===== src/rtl/coloured_seq_detector.sv =====
// coloured_seq_detector: Mealy detector for programmable coloured-ball patterns.
// Ports: clk/rst, di_valid/di ball in, cfg_* pattern load, cnt_clr, d pulse, match_count, cfg_err.
module coloured_seq_detector #(
  parameter int COLOR_W = 1,
  parameter int SEQ_LEN = 4,
  parameter int CNT_W = 8,
  parameter logic [SEQ_LEN*COLOR_W-1:0] DEF_PATTERN = 4'b1010,
  parameter logic DEF_OVERLAP = 1'b1
) (
  input  logic                         clk,
  input  logic                         rst,
  input  logic                         di_valid,
  input  logic [COLOR_W-1:0]           di,
  input  logic                         cfg_load,
  input  logic [SEQ_LEN*COLOR_W-1:0]   cfg_pattern,
  input  logic [$clog2(SEQ_LEN+1)-1:0] cfg_len,
  input  logic                         cfg_overlap,
  input  logic                         cnt_clr,
  output logic                         d,
  output logic [CNT_W-1:0]             match_count,
  output logic                         cfg_err
);

  localparam int LW = $clog2(SEQ_LEN+1);
  localparam int HN = SEQ_LEN-1;

  logic [SEQ_LEN-1:0][COLOR_W-1:0] r_pattern;
  logic [HN-1:0][COLOR_W-1:0]      r_hist;
  logic [LW-1:0]                   r_len;
  logic [LW-1:0]                   r_fill;
  logic                            r_overlap;
  logic                            r_enabled;
  logic                            r_cfg_err;
  logic [CNT_W-1:0]                r_cnt;

  logic w_mis;
  logic w_fill_ok;
  logic w_len_ok;
  logic w_d;

  // Pattern symbol len-1 pairs with the incoming ball and symbol
  // len-2-i pairs with history slot i; positions past len are skipped.
  always_comb begin
    w_mis = 1'b0;
    for (int j = 0; j < SEQ_LEN; j++) begin
      if (j == int'(r_len) - 1 && di != r_pattern[j]) begin
        w_mis = 1'b1;
      end
    end
    for (int i = 0; i < HN; i++) begin
      for (int j = 0; j < SEQ_LEN; j++) begin
        if (i + j == int'(r_len) - 2 && r_hist[i] != r_pattern[j]) begin
          w_mis = 1'b1;
        end
      end
    end
  end

  assign w_fill_ok = int'(r_fill) >= int'(r_len) - 1;
  assign w_len_ok  = (cfg_len != '0) && (int'(cfg_len) <= SEQ_LEN);

  assign w_d = di_valid & ~rst & ~cfg_load & r_enabled
             & w_fill_ok & ~w_mis;

  always_ff @(posedge clk) begin
    if (rst) begin
      r_pattern <= DEF_PATTERN;
      r_len     <= LW'(SEQ_LEN);
      r_overlap <= DEF_OVERLAP;
      r_enabled <= 1'b1;
      r_hist    <= '0;
      r_fill    <= '0;
      r_cnt     <= '0;
      r_cfg_err <= 1'b0;
    end else begin
      if (cnt_clr) begin
        r_cnt <= '0;
      end else if (w_d && r_cnt != '1) begin
        r_cnt <= r_cnt + CNT_W'(1);
      end
      if (cfg_load) begin
        r_pattern <= cfg_pattern;
        r_len     <= cfg_len;
        r_overlap <= cfg_overlap;
        r_enabled <= w_len_ok;
        r_hist    <= '0;
        r_fill    <= '0;
        if (!w_len_ok) begin
          r_cfg_err <= 1'b1;
        end
      end else if (di_valid) begin
        if (w_d && !r_overlap) begin
          // Completing ball is consumed; next match starts fresh.
          r_hist <= '0;
          r_fill <= '0;
        end else begin
          for (int i = HN - 1; i > 0; i--) begin
            r_hist[i] <= r_hist[i-1];
          end
          r_hist[0] <= di;
          if (r_fill != LW'(HN)) begin
            r_fill <= r_fill + LW'(1);
          end
        end
      end
    end
  end

  assign d           = w_d;
  assign match_count = r_cnt;
  assign cfg_err     = r_cfg_err;

endmodule

===== config.mk =====
export PLATFORM = sky130hd
export DESIGN_NAME = coloured_seq_detector
export DESIGN_NICKNAME = d
export VERILOG_FILES = /design/src/rtl/coloured_seq_detector.sv
export SDC_FILE = /design/constraint.sdc
export NUM_CORES = 1
export LEC_CHECK = 0
export CAP_MARGIN = 20
export CORE_UTILIZATION = 53
export CTS_CLUSTER_DIAMETER = 150
export DETAILED_ROUTE_END_ITERATION = 6
export HOLD_SLACK_MARGIN = 0.06
export PLACE_DENSITY = 0.78
export SYNTH_ARGS = -nofsm -noshare
export SYNTH_HDL_FRONTEND = slang
export SYNTH_SLANG_ARGS = --single-unit

===== constraint.sdc =====
create_clock -name clk -period 2.75 [get_ports clk]
set_input_delay 0.55 -clock clk [delete_from_list [all_inputs] [get_ports clk]]
set_output_delay 0.55 -clock clk [all_outputs]
set_load 0.02 [all_outputs]

==> results of run 1 <==
registers in the layout (all words and copies together) (netlist names):
register and count:
match_count 8, r_pattern 4, r_fill 3, r_hist 3
r_len 3, cfg_err 1, r_enabled 1, r_overlap 1
worst min path at each step:
| stage | startpoint | endpoint | depth (start not counted) | slack (ns) |
|---|---|---|---|---|
| 2_1_floorplan | r_enabled | r_enabled | 2 | 0.43 |
| 3_3_place_gp | r_enabled | r_enabled | 2 | 0.45 |
| 3_5_place_dp | cfg_err | cfg_err | 2 | 0.46 |
| 4_1_cts | cfg_err | cfg_err | 2 | 0.49 |
| 5_1_grt | cfg_err | cfg_err | 2 | 0.53 |
| 6_report | cfg_err | cfg_err | 2 | 0.49 |
through the flow:
stage | TNS (ns) | power (mW) | utilization [%] | cells
4_1_cts | 0 | 0.674 | 68.6 | 239
3_3_place_gp | -0.326 | 0.515 | 67.5 | 236
6_report | 0 | 0.685 | 71.8 | 239
5_1_grt | -0.0412 | 0.722 | 71.8 | 239
3_5_place_dp | -0.560 | 0.520 | 67.5 | 236
2_1_floorplan | 0 | 0.460 | - | 180
cells by family after synthesis:
| logic type | after synthesis |
|---|---|
| AND/OR/NAND/NOR | 52 |
| AO/OA/AOI/OAI | 45 |
| flip-flops | 24 |
| buffers and inverters | 22 |
| adder cells (fa/ha/maj) | 15 |
| XOR/XNOR | 14 |
| multiplexers | 8 |
per-layer routing:
| layer | up-vias | share of wire (%) | routed length (um) | GRT usage, % |
|---|---|---|---|---|
| li1 | 701 | - | - | - |
| met3 | 8 | 3.5 | 130 | 4.88 |
| met4 | 0 | 1.3 | 46 | 4.53 |
| met2 | 25 | 45 | 1660 | 38.3 |
| met1 | 646 | 50 | 1820 | 35.5 |
| met5 | - | 0 | 0 | 0 |
cells in the mapped netlist, drive strengths merged:
cell type  instances
a2111oi            1
a32oi              1
nand4              1
inv               10
a21oi             17
xnor2              4
buf                5
or4                4
and3               2
or3                1
ha                15
nor4               1
or2                2
dfxtp             24
xor2              10
nor2              12
a221oi             1
a31oi              1
nand2b            10
nand3b             1
o211ai             5
o41ai              2
o31ai              4
o311ai             1
o21ai              8
nand3              4
nor3               3
clkbuf             7
nand4bb            1
and4bb             1
mux2i              8
a22oi              3
a32o               1
nand2              9
power by group through the flow:
stage | combinational, mW | clock, mW | sequential (mW)
floorplan | 0.0840 | 0 | 0.376
global placement | 0.134 | 0 | 0.381
detailed placement | 0.139 | 0 | 0.381
CTS | 0.143 | 0.158 | 0.373
global route | 0.174 | 0.171 | 0.377
finish | 0.157 | 0.153 | 0.375
area by class of cell:
class                           instances  area, um^2
Clock buffer                            3        22.5
Tap cell                               31        38.8
Fill cell                             215         777
Multi-Input combinational cell        134        1050
Timing Repair Buffer                   37         339
Inverter                               10        42.5
Sequential cell                        24         483
critical path: stages, from the launching register on:
cell	delay, ns
dfxtp_2	0.36
buf_4	0.17
ha_4	0.18
a221oi_2	0.26
a31oi_2	0.10
a2111oi_4	0.32
nand4bb_1	0.19
inv_2	0.10
buf_6	0.11
timing repair:
| action | CTS | global route |
|---|---|---|
| setup buffers | 0 | 0 |
| setup endpoints to repair | 1 | 3 |
| endpoints found under the hold margin | 0 | 0 |
| gates resized for setup | 8 | 20 |
| pin swaps | 0 | 6 |
==> flow_summary.toml, run 1 <==
[final_layout]
final_cell_mix = "22 x dfxtp_1, 21 x clkdlybuf4s50_1, 17 x a21oi_1, 14 x buf_4, 12 x nor2_1"
final_nets = 239
syn_to_final_growth_pct = 27.9
n_antenna_cell = 0
final_common_cell = "dfxtp_1"
drive_gt1_share_pct = 16.8
finalInstanceArea_um2 = 1980

[floorplan]
fp.dieH_um = 56.1
core_um2 = 2760
die_width_um = 56.1
die_area_um2 = 3140
io_pins = 24
rows = 19
start_util_pct = 56.2

[sta]
relSlewSlack_pct = 74.9
fin_skew_ns = 0.0139
fin_ws_ns = 0.0974
hold_viol = 0
max_freq_mhz = 377
hold_ws_ns = 0.490
finalCriticalPeriod_ns = 2.65
finalCritPeriodShare_pct = 96.5
drv_slew = 0
setup_viol_count_final = 0
worst_pin_slew_ns = 0.376

[job]
cap_violations = 0

[grt]
grt_pass1_wl_mm = 6.06
grt_max_degree = 20
grt_pass1_vias = 1274
grt_overflow = 0
antenna_found_initial = 0
grt_usage_pct = 24.6

[yosys]
synthSimpleGateAreaFrac_pct = 18.2
muxShareOfSynthArea_pct = 5.17
synth_area_leaders = "dfxtp_1 31%, ha_1 12%, xor2_1 5.7%, a21oi_1 5.5%, mux2i_1 5.2%"
synth_top_family_by_area = "compound AO/OA/AOI/OAI gates"
avgSynthCellArea_um2 = 8.61
syn_area_um2 = 1550
yosys.area.top_type = "dfxtp_1"
postSynthCellCount = 180
synthAdderAreaFrac_pct = 12.1
ys_seq_area_share_pct = 31.0
synth_fp_nets = 209
synth-compound-area-share_pct = 19.1
synth_cell_types = 37
yosysWarnings = 0
synth_xor_area_share_pct = 7.92
synth_top_area_share_pct = 31.0
ys_ff_latch = 24

[power]
combPwrFrac_pct = 23.0
power_frac_seq_pct = 54.7
p_clk_share_pct = 22.3
ir_worst_vdd_uv = 374
p_per_area_nw_per_um2 = 346
p_switching_mw = 0.192
switching_share_pct = 28.0
leakagePower_nw = 0.774
p_int_mw = 0.493

[route]
viasPerCell = 5.77
firstDrtPassIters = 4
ant_nets = 0
wl_per_cell_um = 15.3
num_vias = 1380
drt_wl_total_mm = 3.67
drt_iter0_drc = 66
drc = 0

[setup_path]
worstRegToRegCells = 9
start_kind = "flop"
crit_end = "d"
r2r_setup_slack_ns = 0.21
cp.required_ns = 2.20
cp_max_fo = 6
critPathKind = "flop to output pin"
worst_r2r_endpoint = "match_count[3]"
reg2reg_from = "r_len[1]"
critPathArrivalTime_ns = 2.10
startpoint = "r_len[1]"
crit_path_end_kind = "output pin"

[cts]
cts_tree = "yes"
cts.sinks = 24
clk_path_buf_depth = 2
ctsHoldBuffers = 0
h-tree-depth = 1
clock_latency_ns = 0.31
clk_pin_slew_ns = 0.13
cts_root_buffer = "clkbuf_4"
cts_buffers = 3

[place]
place_area_um2 = 1860
place_ws_ns = -0.357
portBuffers = 23
dp_hpwl_mm = 2.81
gp_congestion = 0.842

[run_status]
status = "complete, no violations"

[worst_hold_path]
worstHoldPathType = "flop to flop"
Power figures use the tool's default switching activity.
==> inputs of run 2 (changes only) <==
- CORE_UTILIZATION: 53 -> 47
- PLACE_DENSITY: 0.78 -> 0.76
==> run 2 against run 1 <==
Maximum frequency is 2.5% lower. Critical path depth unchanged. Global-route usage fell by 2.2 points. Cell area is 3.9% higher. Die area is 12% higher. Routed wire length rose by 7.0%. Non-clock buffer count is 3 higher. Hold slack got worse by 0.0066 ns. Flip-flop and latch count unchanged. Sequential power about the same. First-iteration DRC count decreased by 9.1%. Largest cell class unchanged.
==> flow_summary.toml, run 2 (synthesis results as in run 1) <==
[floorplan]
fp.dieH_um = 59.4
die_width_um = 59.4
io_pins = 24
core_um2 = 3080
die_area_um2 = 3530
rows = 20
start_util_pct = 50.3

[setup_path]
worst_r2r_endpoint = "match_count[3]"
critPathKind = "flop to output pin"
startpoint = "r_len[1]"
crit_path_end_kind = "output pin"
crit_chain = "buf_6 -> ha_4 -> a221oi_2 -> a31oi_1 -> a2111oi_2 -> nand4bb_1 -> inv_1 -> buf_6"
crit_end = "d"
start_kind = "flop"
cp.required_ns = 2.20
worst_path_largest_cell_delay_ns = 0.39
worstRegToRegCells = 9
critPathArrivalTime_ns = 2.17
crit_path_top_delay_cell = "a2111oi_2"
reg2reg_from = "r_len[1]"
r2r_setup_slack_ns = 0.21
crit_top_cell = "buf_6"
cp_max_fo = 3

[power]
leakagePower_nw = 0.800
ir_worst_vdd_uv = 249
power_mw = 0.807
p_per_area_nw_per_um2 = 392

[sta]
fin_skew_ns = 0.00188
relSlewSlack_pct = 75.7
finalCriticalPeriod_ns = 2.72
setup_viol_count_final = 0
max_freq_mhz = 368
worst_pin_slew_ns = 0.364
finalCritPeriodShare_pct = 98.9
drv_slew = 0
hold_viol = 0
grt_setup_unrepaired = "true"

[grt]
grt_pass1_wl_mm = 5.89
antenna_found_initial = 0
use_met2_pct = 37.6
grt_overflow = 0
grt_pass1_vias = 1303
grt_max_degree = 20
met3_usage_pct = 2.62
grt.met1_usage_pct = 29.9
grt-busiest-layer = "met2"
grt_usage_pct = 22.3

[place]
dp_hpwl_mm = 2.75
place_inst = 251
gp_congestion = 0.942
portBuffers = 23

[final_layout]
largest_register_ffs = 8
final_cell_mix = "22 x dfxtp_1, 22 x clkdlybuf4s50_1, 17 x a21oi_1, 15 x buf_4, 12 x nor2_1"
final_nets = 242
syn_to_final_growth_pct = 32.9
drive_gt1_share_pct = 17.9
n_antenna_cell = 0
fin_cells = 256

[route]
drc = 0
drt_iter0_drc = 60
wl_per_cell_um = 15.3
firstDrtPassIters = 4
drt_wl_total_mm = 3.92
ant_nets = 0
num_vias = 1428
viasPerCell = 5.58

[worst_hold_path]
worstHoldPathType = "flop to flop"

[cts]
clock_latency_ns = 0.33
cts_root_buffer = "clkbuf_4"
cts_tree = "yes"
cts.sinks = 24
ctsHoldBuffers = 0
clk_pin_slew_ns = 0.14
clk_path_buf_depth = 2
cts_buffers = 3
h-tree-depth = 1

[run_status]
status = "complete, no violations"

[job]
cap_violations = 0
[run 2: worst min path at each step]
| stage | end | startpoint | cells past startpoint |
|---|---|---|---|
| after floorplan | r_enabled | r_enabled | 2 |
| after global placement | cfg_err | cfg_err | 2 |
| after detailed placement | cfg_err | cfg_err | 2 |
| after CTS | cfg_err | cfg_err | 2 |
| after global routing | r_enabled | r_enabled | 2 |
| final | cfg_err | cfg_err | 2 |
[run 2: timing repair]
action / CTS / global route
resized for setup: 6 / 21
setup buffers: 0 / 1
setup endpoints to repair: 1 / 1
pin swaps: 2 / 5
[run 2: final cells by class]
class | instances | area, um^2
inverter | 10 | 42.5
tap | 44 | 55.1
timing repair buffer | 40 | 367
multi-input combinational | 134 | 1060
sequential | 24 | 483
clock buffer | 3 | 22.5
clock inverter | 1 | 30.0
fill | 243 | 1020
[run 2: metrics by stage]
stage	hold WS (ns)	instance area, um^2	setup TNS [ns]	setup slack [ns]	utilization (%)
2_1_floorplan	0.432	1550	0	0.291	-
3_3_place_gp	0.452	1890	-0.472	-0.358	61.5
3_5_place_dp	0.460	1890	-0.587	-0.357	61.5
4_1_cts	0.493	1950	0	0.00893	63.3
5_1_grt	0.542	2060	-0.0985	-0.0985	66.9
6_report	0.484	2060	0	0.0301	66.9
[run 2: report_power, final]
part / total, mW / switching [mW] / internal [mW]
Combinational: 0.165 / 0.0754 / 0.0897
Clock: 0.267 / 0.119 / 0.147
Sequential: 0.375 / 0.0155 / 0.359
Total: 0.807 / 0.210 / 0.597
[run 2: critical path, delay by kind of cell, from the launching register on]
kind / cells / cell delay (ns)
fa+ha+maj: 1 / 0.16
simple gates: 1 / 0.19
compound gates: 3 / 0.72
flops: 1 / 0.37
buf+inv: 3 / 0.42
[run 2: layer usage]
layer	vias up	routed length, um
met2	32	1990
met1	684	1770
met3	6	111
li1	706	-
met5	-	0
met4	0	50
==> inputs of run 3 (changes only) <==
- SKIP_CTS_REPAIR_TIMING: not set -> 1
==> run 3 against run 2 <==
Cell count down 0.39%. Clock power about the same. Global-route usage down 0.41 points. Critical path type unchanged. Highest routed layer unchanged.
==> flow_summary.toml, run 3 (synthesis results as in run 1) <==
[sta]
worst_pin_slew_ns = 0.364
relSlewSlack_pct = 75.7
finalSetupTns_ns = 0
fin_skew_ns = 0.00236
finalCriticalPeriod_ns = 2.73
setup_viol_count_final = 0
drv_slew = 0
finalCritPeriodShare_pct = 99.3
grt_setup_unrepaired = "true"
hold_ws_ns = 0.483
max_freq_mhz = 366
hold_viol = 0

[floorplan]
fp.dieH_um = 59.4
io_pins = 24
die_area_um2 = 3530
die_width_um = 59.4
start_util_pct = 50.3
core_um2 = 3080
rows = 20

[setup_path]
start_kind = "flop"
crit_path_top_delay_cell = "a2111oi_2"
worst_path_largest_cell_delay_ns = 0.36
critPathKind = "flop to output pin"
critPathArrivalTime_ns = 2.18
startpoint = "r_len[0]"
crit_path_end_kind = "output pin"
cp.required_ns = 2.20
reg2reg_from = "r_len[0]"
crit_chain = "buf_4 -> ha_1 -> a22oi_1 -> o21ai_1 -> a2111oi_2 -> nand4bb_1 -> inv_1 -> buf_6"
cp_max_fo = 4

[grt]
grt_overflow = 0
grt_pass1_vias = 1306
grt_usage_pct = 21.9
grt_max_degree = 20
antenna_found_initial = 0
grt_pass1_wl_mm = 5.78

[run_status]
status = "complete, no violations"

[worst_hold_path]
hold_path.startpoint = "cfg_err"
worstHoldPathType = "flop to flop"

[place]
dp_hpwl_mm = 2.75
gp_congestion = 0.942
portBuffers = 23
place_area_um2 = 1890

[route]
drc = 0
firstDrtPassIters = 4
drt_wl_total_mm = 3.80
drt_iter0_drc = 52
num_vias = 1398
wl_per_cell_um = 14.9
viasPerCell = 5.48
ant_nets = 0

[cts]
clk_pin_slew_ns = 0.14
cts_tree = "yes"
h-tree-depth = 1
cts_root_buffer = "clkbuf_4"
cts.sinks = 24
clock_latency_ns = 0.32
clk_path_buf_depth = 2
cts_buffers = 3

[final_layout]
n_antenna_cell = 0
final_cell_mix = "22 x dfxtp_1, 22 x clkdlybuf4s50_1, 17 x a21oi_1, 16 x buf_4, 12 x nor2_1"
final_nets = 241
finalInstanceArea_um2 = 2020
largest_register_ffs = 8
syn_to_final_growth_pct = 30.1
drive_gt1_share_pct = 17.1

[power]
leakagePower_nw = 0.789
power_mw = 0.798
p_per_area_nw_per_um2 = 396
ir_worst_vdd_uv = 248

[job]
cap_violations = 0
run 3: metal layers:
metal	vias up	global-route usage (%)	part of all wire, %
met2	28	36.4	49
met3	8	2.84	3.3
met4	0	7.48	1.9
li1	701	-	-
met1	661	29.1	45
met5	-	0	0
run 3: final timing paths:
| check | end | slack, ns | depth (start not counted) |
|---|---|---|---|
| max reg2reg | match_count[3] | 0.20 | 9 |
| min reg2reg | cfg_err | 0.48 | 2 |
| max | d | 0.02 | 8 |
| min | cfg_err | 0.48 | 2 |
run 3: critical path: cells and delay by family (launching register included):
kind	cells	cell delay, ns
compound gates	3	0.68
buf+inv	3	0.43
simple gates	1	0.19
flops	1	0.35
fa+ha+maj	1	0.21
run 3: metrics by stage:
step / worst slack, ns / std cells / util, %
3_3_place_gp: -0.358 / 251 / 61.5
2_1_floorplan: 0.291 / 180 / -
5_1_grt: -0.0953 / 255 / 65.5
4_1_cts: -0.494 / 255 / 63.2
3_5_place_dp: -0.357 / 251 / 61.5
6_report: 0.0197 / 255 / 65.5
run 3: final cells by class:
class	count	area (um^2)
clock buffers	3	22.5
clock inverters	1	30.0
fillers	250	1060
inverters	10	40.0
multi-input cells	134	1030
flip-flops and latches	24	483
well taps	44	55.1
repair buffers	39	352
run 3: power breakdown:
group          total [mW]  switching [mW]  internal [mW]
registers           0.374          0.0147          0.359
clock network       0.265           0.117          0.147
logic               0.159          0.0726         0.0867
total               0.798           0.205          0.594
